--- config.mk ---
export PLATFORM = sky130hd
export DESIGN_NAME = instruction_fetch_unit_flat
export DESIGN_NICKNAME = d
export VERILOG_FILES = /design/src/rtl/instruction_fetch_unit_if.sv /design/src/rtl/instruction_fetch_unit.sv /design/src/flat_wrapper.sv
export SDC_FILE = /design/constraint.sdc
export NUM_CORES = 1
export LEC_CHECK = 0
export CAP_MARGIN = 20
export CORE_ASPECT_RATIO = 1.4
export CORE_UTILIZATION = 45
export CTS_CLUSTER_SIZE = 20
export DETAILED_ROUTE_END_ITERATION = 10
export PLACE_DENSITY = 0.74
export SKIP_CTS_REPAIR_TIMING = 1
export SYNTH_ARGS = -nofsm -noshare
export SYNTH_HDL_FRONTEND = slang
export SYNTH_SLANG_ARGS = --single-unit
--- constraint.sdc ---
create_clock -name iCLK -period 2.4 [get_ports iCLK]
set_input_delay 0.36 -clock iCLK [delete_from_list [all_inputs] [get_ports iCLK]]
set_output_delay 0.36 -clock iCLK [all_outputs]
set_load 0.005 [all_outputs]
--- src/rtl/instruction_fetch_unit_if.sv ---
// Fetch-stage bundle: cache address/return, decode handshake and execute redirect.
// master = fetch unit, slave = the surrounding cache/decode/execute side.
interface instruction_fetch_unit_if #(
   parameter int ADDR_W = 8,
   parameter int DATA_W = 32
);
   logic [ADDR_W-1:0] ic_addr;
   logic              ic_ready;
   logic [DATA_W-1:0] ic_instr;
   logic              dec_valid;
   logic              dec_ready;
   logic [DATA_W-1:0] dec_instr;
   logic [31:0]       dec_pc;
   logic              redirect_valid;
   logic [31:0]       redirect_pc;
   logic              busy;

   modport master (
      output ic_addr, dec_valid, dec_instr, dec_pc, busy,
      input  ic_ready, ic_instr, dec_ready, redirect_valid, redirect_pc
   );

   modport slave (
      input  ic_addr, dec_valid, dec_instr, dec_pc, busy,
      output ic_ready, ic_instr, dec_ready, redirect_valid, redirect_pc
   );
endinterface

--- src/rtl/instruction_fetch_unit.sv ---
// PC / fetch stage: drives the I-cache word address, queues up to two returned
// instructions for decode, and flushes on execute redirects.
module instruction_fetch_unit #(
   parameter int          ADDR_W   = 8,
   parameter int          DATA_W   = 32,
   parameter logic [31:0] RESET_PC = 32'h0000_0000
) (
   input logic                      iCLK,
   input logic                      iRST_n,
   instruction_fetch_unit_if.master bus
);

   typedef enum logic [1:0] {F_ISSUE, F_BUSY, F_FULL, F_DRAIN} fstate_t;

   fstate_t           r_state;
   logic              r_busy;
   logic [31:0]       r_pc;
   logic [DATA_W-1:0] r_q_instr [2];
   logic [31:0]       r_q_pc    [2];
   logic [1:0]        r_count;

   logic              w_push;
   logic              w_pop;
   logic              w_wr_idx;
   logic [31:0]       w_redirect_pc;
   logic [1:0]        w_count_after;

   assign w_push        = (r_state == F_BUSY) && bus.ic_ready;
   assign w_pop         = (r_count != 2'd0) && bus.dec_ready;
   assign w_wr_idx      = r_count[0];
   assign w_redirect_pc = bus.redirect_pc & ~32'd3;
   assign w_count_after = r_count + {1'b0, w_push} - {1'b0, w_pop};

   assign bus.ic_addr   = r_pc[ADDR_W+1:2];
   assign bus.dec_valid = (r_count != 2'd0);
   assign bus.dec_instr = r_q_instr[0];
   assign bus.dec_pc    = r_q_pc[0];
   assign bus.busy      = r_busy;

   always_ff @(posedge iCLK or negedge iRST_n) begin
      if (!iRST_n) begin
         r_state <= F_ISSUE;
         r_busy  <= 1'b1;
         r_pc    <= RESET_PC;
         r_count <= '0;
         for (int unsigned i = 0; i < 2; i++) begin
            r_q_instr[i] <= '0;
            r_q_pc[i]    <= '0;
         end
      end else if (bus.redirect_valid) begin
         r_count <= '0;
         r_pc    <= w_redirect_pc;
         r_busy  <= 1'b1;
         case (r_state)
            F_BUSY:  r_state <= F_DRAIN;
            F_ISSUE: r_state <= bus.ic_ready ? F_ISSUE : F_DRAIN;
            F_FULL:  r_state <= F_ISSUE;
            default: r_state <= F_DRAIN;
         endcase
      end else begin
         // Head lives in slot 0; pushes only happen with <=1 entry held, so
         // push+pop always lands the new entry directly in the head slot.
         if (w_push && w_pop) begin
            r_q_instr[0] <= bus.ic_instr;
            r_q_pc[0]    <= r_pc;
         end else if (w_push) begin
            r_q_instr[w_wr_idx] <= bus.ic_instr;
            r_q_pc[w_wr_idx]    <= r_pc;
         end else if (w_pop) begin
            r_q_instr[0] <= r_q_instr[1];
            r_q_pc[0]    <= r_q_pc[1];
         end
         r_count <= w_count_after;

         case (r_state)
            F_ISSUE: begin
               if (!bus.ic_ready) r_state <= F_BUSY;
            end
            F_BUSY: begin
               if (bus.ic_ready) begin
                  r_pc <= r_pc + 32'd4;
                  if (w_count_after == 2'd2) begin
                     r_state <= F_FULL;
                     r_busy  <= 1'b0;
                  end else begin
                     r_state <= F_ISSUE;
                  end
               end
            end
            F_FULL: begin
               if (w_pop) begin
                  r_state <= F_ISSUE;
                  r_busy  <= 1'b1;
               end
            end
            default: begin
               if (bus.ic_ready) r_state <= F_ISSUE;
            end
         endcase
      end
   end

endmodule

--- src/flat_wrapper.sv ---
// flat-port wrapper written by rule: the top's interface ports become plain ports
module instruction_fetch_unit_flat 
#(
   parameter int          ADDR_W   = 8,
   parameter int          DATA_W   = 32,
   parameter logic [31:0] RESET_PC = 32'h0000_0000
)
  (iCLK, iRST_n, bus_ic_addr, bus_dec_valid, bus_dec_instr, bus_dec_pc, bus_busy, bus_ic_ready, bus_ic_instr, bus_dec_ready, bus_redirect_valid, bus_redirect_pc);
  instruction_fetch_unit_if #(.ADDR_W(ADDR_W), .DATA_W(DATA_W)) bus_i ();
  input logic iCLK;
  input logic iRST_n;
  output wire logic [$bits(bus_i.ic_addr)-1:0] bus_ic_addr;
  output wire logic [$bits(bus_i.dec_valid)-1:0] bus_dec_valid;
  output wire logic [$bits(bus_i.dec_instr)-1:0] bus_dec_instr;
  output wire logic [$bits(bus_i.dec_pc)-1:0] bus_dec_pc;
  output wire logic [$bits(bus_i.busy)-1:0] bus_busy;
  input wire logic [$bits(bus_i.ic_ready)-1:0] bus_ic_ready;
  input wire logic [$bits(bus_i.ic_instr)-1:0] bus_ic_instr;
  input wire logic [$bits(bus_i.dec_ready)-1:0] bus_dec_ready;
  input wire logic [$bits(bus_i.redirect_valid)-1:0] bus_redirect_valid;
  input wire logic [$bits(bus_i.redirect_pc)-1:0] bus_redirect_pc;
  assign bus_ic_addr = bus_i.ic_addr;
  assign bus_dec_valid = bus_i.dec_valid;
  assign bus_dec_instr = bus_i.dec_instr;
  assign bus_dec_pc = bus_i.dec_pc;
  assign bus_busy = bus_i.busy;
  assign bus_i.ic_ready = bus_ic_ready;
  assign bus_i.ic_instr = bus_ic_instr;
  assign bus_i.dec_ready = bus_dec_ready;
  assign bus_i.redirect_valid = bus_redirect_valid;
  assign bus_i.redirect_pc = bus_redirect_pc;
  instruction_fetch_unit #(.ADDR_W(ADDR_W), .DATA_W(DATA_W), .RESET_PC(RESET_PC)) u_core (.iCLK(iCLK), .iRST_n(iRST_n), .bus(bus_i));
endmodule
==> impl_metrics.yaml, run 1 <==
worst_setup_path:
  worstReg2RegEnd: "u_core.bus.busy"
  cp_slowest_cell: "dfrtp_1"
  crit_path_start_kind: "flip-flop"
  r2r-start: "u_core.r_count[1]"
  path_buf_inv: 1
  worstPathMaxFanout: 3
  cp_cell_sequence: "o21a_1, ha_1, inv_1, ha_1, xor2_1, xnor2_1, or3_1, a221o_1"
  crit_top_cell: "ha_1"
  arrival_ps: 2530
  critPathMaxStageDelay_ps: 400
  crit_path_end_kind: "flip-flop"
  reg2reg_slack_ps: 210
  ff2ff_path_depth: 8
  critical_path_class: "flip-flop to flip-flop"
  crit_family: "compound AO/OA/AOI/OAI gates"
  required_ps: 2740
grt:
  grt_pass1_wl_mm: 28.5
  gr-usage-all-layers: 0.210
  overflow: 0
  grt_max_degree: 63
  antenna_found_initial: 0
  grt_pass1_vias: 5651
timing:
  tightest_slew_ps: 723
  slew_violations: 0
  rsz0062_at_grt: "false"
  relSlewSlack: 0.518
  hold_viol: 0
  fin_skew_ps: 8.27
  fmax_mhz: 457
  worst_slack_ps: 212
  post-route-period-util: 0.911
  whs_ps: 441
  setup_viol: 0
  post-route-min-period_ps: 2190
clock_tree:
  ctsLongestPathBuffers: 2
  clock-sinks: 160
  htree_levels: 4
  clkLatencyLatePin_ps: 420
  cts_root_buffer: "clkbuf_16"
  cts.clk_slew.worst_paths_ps: 60
  numCtsBuffers: 17
  cts_tree: "done"
finish:
  nets: 792
  seq_area_sq_um: 4010
  fillers: 1408
  diodes: 0
  multi_input_area_sq_um: 2990
  areaGrowthSynthToFinish_pct: 25.0
  layout-drive-gt1-share: 0.255
  layout_common_cells: "dfrtp_1, clkdlybuf4s50_1, mux2_2, a22o_1"
  layout_commonest_cell: "dfrtp_1"
pwr:
  powerDensity_nw_per_um2: 1060
  p_leak_nw: 4.29
  total_power_mw: 10.2
  ir_drop_mv: 0.433
synth:
  ys_types: 37
  synth_compound_area_frac: 0.118
  syn_area_per_cell_sq_um: 12.0
  synth_edf_count: 0
  synth_top_family_by_area: "multiplexers"
  synth_area_sq_um: 7740
  ys.flop_type: "dfrtp_1"
  synthMuxAreaShare: 0.177
  ys_seq_area_frac: 0.518
  yosys_warnings: 0
  synth_xor_area_frac: 0.0136
  synthSimpleGateAreaFrac: 0.0719
  ys_async_sr_fraction: 1.00
  synth_fa_ha_area_frac: 0.00485
  ys_ff_latch: 160
  synthCells: 645
  synth.net_count: 717
detailed_routing:
  vias: 5308
  drc: 0
  viasPerCell: 5.67
  top_layer: "met4"
  wl_met3_um: 823
  wl_met2_mm: 9.17
  routedWlPerCell_um: 18.5
  wirelength_mm: 17.3
  postRouteAntennaNets: 0
  drt-initial-drc-count: 233
  drt-met1-wl_mm: 6.87
  drt-pass1-iter-count: 5
floorplan:
  die-area_sq_um: 17700
  coreArea_sq_um: 16800
  start_util: 0.460
  rows: 56
  die_x_um: 113
  ios: 143
  fp.dieH_um: 157
status:
  status: "complete, no violations"
min_path:
  min_path_type: "input port to asynchronous set/reset pin"
placed_design:
  pre_cts_slack_ps: -155
  port_buffers: 140
  place_hpwl_mm: 11.7
  place_congestion: 0.829
flow_run:
  cap_violations: 0
-- sequential cells by signal (all words and copies together), names as in the netlist --
name                  count
u_core.r_q_instr         32
u_core.bus.busy           1
u_core.r_count            2
u_core.r_pc              30
u_core.r_state            2
u_core.bus.dec_instr     32
u_core.r_q_pc            30
u_core.bus.dec_pc        31
-- layout make-up --
cell class | instances | share of cell area
sequential | 160 | 0.414
clock buffer | 20 | 0.0472
timing repair buffer | 171 | 0.178
clock inverter | 12 | 0.0211
tap | 203 | 0.0263
inverter | 9 | 0.00349
multi-input combinational | 361 | 0.310
-- cell families after synthesis --
kind of cell	Yosys count
flip-flops	160
buffers and inverters	124
multiplexers	122
AO/OA/AOI/OAI	121
AND/OR/NAND/NOR	103
XOR/XNOR	12
adder cells (fa/ha/maj)	3
-- routing by layer --
layer / global-route usage / vias up
met3: 0.0501 / 29
met2: 0.375 / 148
met4: 0.0883 / 0
met5: 0 / -
met1: 0.238 / 2681
li1: - / 2450
-- synthesized netlist by cell type, types with 11 or more instances --
master / n / area, sq um
a31oi_1: 19 / 119
a22o_1: 62 / 543
buf_4: 72 / 541
or4_1: 19 / 143
nand2_1: 21 / 78.8
dfrtp_1: 159 / 3980
o21ai_0: 19 / 95.1
buf_2: 11 / 55.1
o31ai_1: 16 / 120
mux2_2: 118 / 1330
nor2_1: 24 / 90.1
clkbuf_1: 30 / 113
-- worst max path at each step --
| stage | end | from | depth (start not counted) |
|---|---|---|---|
| global route | u_core.bus.busy | u_core.r_count[1] | 8 |
| finish | u_core.bus.busy | u_core.r_count[1] | 8 |
| floorplan | u_core.r_pc[12] | u_core.r_pc[2] | 7 |
| CTS | u_core.bus.busy | u_core.r_count[1] | 8 |
| global placement | u_core.r_pc[31] | bus_ic_ready | 6 |
| detailed placement | u_core.bus.busy | bus_dec_ready | 9 |
-- where the power goes --
part	internal, mW	total (mW)	switching [mW]	leakage [nW]
clock network	1.91	3.01	1.10	0.313
registers	3.54	4.05	0.510	2.09
logic	2.02	3.17	1.15	1.89
total	7.48	10.2	2.76	4.29
-- per-stage QoR --
stage / instance area, sq um / std cells / util / setup TNS (ps)
floorplan: 7740 / 645 / - / 0
global placement: 9000 / 903 / 0.535 / -275
detailed placement: 9000 / 903 / 0.535 / -1030
CTS: 9660 / 935 / 0.575 / 0
global route: 9670 / 936 / 0.575 / 0
finish: 9670 / 936 / 0.575 / 0
Note: power is estimated with default switching activity, not from simulation.
==> inputs of run 2 (changes only) <==
--- a/config.mk
+++ b/config.mk
@@ -5,7 +5,6 @@
 export SDC_FILE = /design/constraint.sdc
 export NUM_CORES = 1
 export LEC_CHECK = 0
-export CAP_MARGIN = 20
 export CORE_ASPECT_RATIO = 1.4
 export CORE_UTILIZATION = 45
 export CTS_CLUSTER_SIZE = 20
==> results of run 2 <==
Final layout, timing and power as in run 1 (identical DEF).
==> inputs of run 3 (changes only) <==
--- a/config.mk
+++ b/config.mk
@@ -7,9 +7,10 @@
 export LEC_CHECK = 0
 export CORE_ASPECT_RATIO = 1.4
 export CORE_UTILIZATION = 45
+export CTS_CLUSTER_DIAMETER = 50
 export CTS_CLUSTER_SIZE = 20
 export DETAILED_ROUTE_END_ITERATION = 10
-export PLACE_DENSITY = 0.74
+export PLACE_DENSITY = 0.81
 export SKIP_CTS_REPAIR_TIMING = 1
 export SYNTH_ARGS = -nofsm -noshare
 export SYNTH_HDL_FRONTEND = slang
==> run 3 against run 2 <==
Critical path depth did not move. Die area is the same. Non-clock buffer count is 2 lower. Critical endpoint unchanged. Clock-buffer cell count fell by 2. Routed wire length is 4.1% lower. First-iteration DRC count increased by 29%.
==> impl_metrics.yaml, run 3 (synthesized netlist as in run 1, its figures left out) <==
worst_setup_path:
  critPathMaxStageDelay_ps: 410
  crit_path_start_kind: "flip-flop"
  required_ps: 2730
  ff2ff_path_depth: 8
  cp_cell_sequence: "o21a_1, ha_1, inv_1, ha_1, xor2_1, xnor2_1, or3_1, a221o_1"
  reg2reg_slack_ps: 110
  worstPathMaxFanout: 3
  startpoint: "u_core.r_count[1]"
  crit_family: "compound AO/OA/AOI/OAI gates"
  r2r-start: "u_core.r_count[1]"
  worstReg2RegEnd: "u_core.bus.busy"
  cp_slowest_cell: "dfrtp_1"
  critical_path_class: "flip-flop to flip-flop"
  crit_top_cell: "ha_1"
  crit_path_end_kind: "flip-flop"
  path_buf_inv: 1
  arrival_ps: 2620
detailed_routing:
  drt-initial-drc-count: 300
  drc: 0
  wl_met3_um: 672
  vias: 5283
  wl_met2_mm: 8.84
  routedWlPerCell_um: 17.8
  drt-pass1-iter-count: 4
  top_layer: "met4"
  postRouteAntennaNets: 0
  viasPerCell: 5.67
  wirelength_mm: 16.6
  drt-met1-wl_mm: 6.62
floorplan:
  ios: 143
  start_util: 0.460
  die_x_um: 113
  coreArea_sq_um: 16800
  fp.dieH_um: 157
  die-area_sq_um: 17700
  rows: 56
finish:
  diodes: 0
  layout_common_cells: "dfrtp_1, clkdlybuf4s50_1, mux2_2, a22o_1"
  fillers: 1360
  multi_input_area_sq_um: 2990
  layout_commonest_cell: "dfrtp_1"
  areaGrowthSynthToFinish_pct: 23.1
  seq_area_sq_um: 4010
  layout-drive-gt1-share: 0.252
  nets: 790
clock_tree:
  numCtsBuffers: 17
  cts_root_buffer: "clkbuf_16"
  cts.clk_slew.worst_paths_ps: 60
  cts_tree: "done"
  ctsLongestPathBuffers: 2
  clock-sinks: 160
  clkLatencyLatePin_ps: 410
  htree_levels: 4
grt:
  antenna_found_initial: 0
  grt_max_degree: 66
  grt_pass1_wl_mm: 27.0
  overflow: 0
  gr-usage-all-layers: 0.195
  grt_pass1_vias: 5557
min_path:
  min_path_type: "input port to asynchronous set/reset pin"
timing:
  fin_skew_ps: 9.76
  post-route-period-util: 0.953
  relSlewSlack: 0.505
  slew_violations: 0
  fmax_mhz: 437
  setup_viol: 0
  post-route-min-period_ps: 2290
  rsz0062_at_grt: "false"
  worst_slack_ps: 112
  tightest_slew_ps: 743
  hold_viol: 0
placed_design:
  place_hpwl_mm: 11.2
  place_congestion: 0.787
  pre_cts_slack_ps: -279
  port_buffers: 140
pwr:
  powerDensity_nw_per_um2: 1020
  total_power_mw: 9.74
  p_leak_nw: 4.23
  ir_drop_mv: 0.557
flow_run:
  cap_violations: 0
status:
  status: "complete, no violations"
run 3: changes by cell type in the layout (fill, tap and decap cells not counted), sizes merged:
cell	delta
inv	+1
clkbuf	-2
bufinv	-4
clkinv	+3
buf	-2
run 3: worst max-delay path by stage:
stage / end / depth (start not counted)
2_1_floorplan: u_core.r_pc[12] / 7
3_3_place_gp: u_core.r_pc[23] / 6
3_5_place_dp: u_core.bus.busy / 9
4_1_cts: u_core.bus.busy / 8
5_1_grt: u_core.bus.busy / 8
6_report: u_core.bus.busy / 8
run 3: per-stage QoR:
step | setup TNS (ps) | instance area, sq um | utilization | std cells | hold slack, ps
floorplan | 0 | 7740 | - | 645 | 64.4
global placement | -168 | 8960 | 0.533 | 901 | 363
detailed placement | -520 | 8960 | 0.533 | 901 | 381
CTS | 0 | 9510 | 0.566 | 931 | -66.5
global route | 0 | 9520 | 0.566 | 932 | 500
finish | 0 | 9520 | 0.566 | 932 | 486
run 3: worst register-to-register path: stages, from the launching register on:
cell and delay, ps:
dfrtp_1 410, o21a_1 210, ha_1 280, inv_1 70
ha_1 170, xor2_1 250, xnor2_1 130, or3_1 340
a221o_1 360
run 3: final cells by class:
cell class | count | area share
sequential | 160 | 0.421
multi-input combinational | 361 | 0.314
timing repair buffer | 169 | 0.177
clock buffer | 18 | 0.0461
tap | 203 | 0.0267
clock inverter | 12 | 0.0117
inverter | 9 | 0.00355
run 3: power breakdown:
group          switching [mW]  internal, mW
clock network            1.08          1.45
logic                    1.14          2.02
registers               0.510          3.54
run 3: layer usage:
metal  vias to the layer above  GRT usage
met5                         -          0
met4                         0     0.0876
met3                        32     0.0331
met2                       178      0.357
met1                      2641      0.223
li1                       2432          -
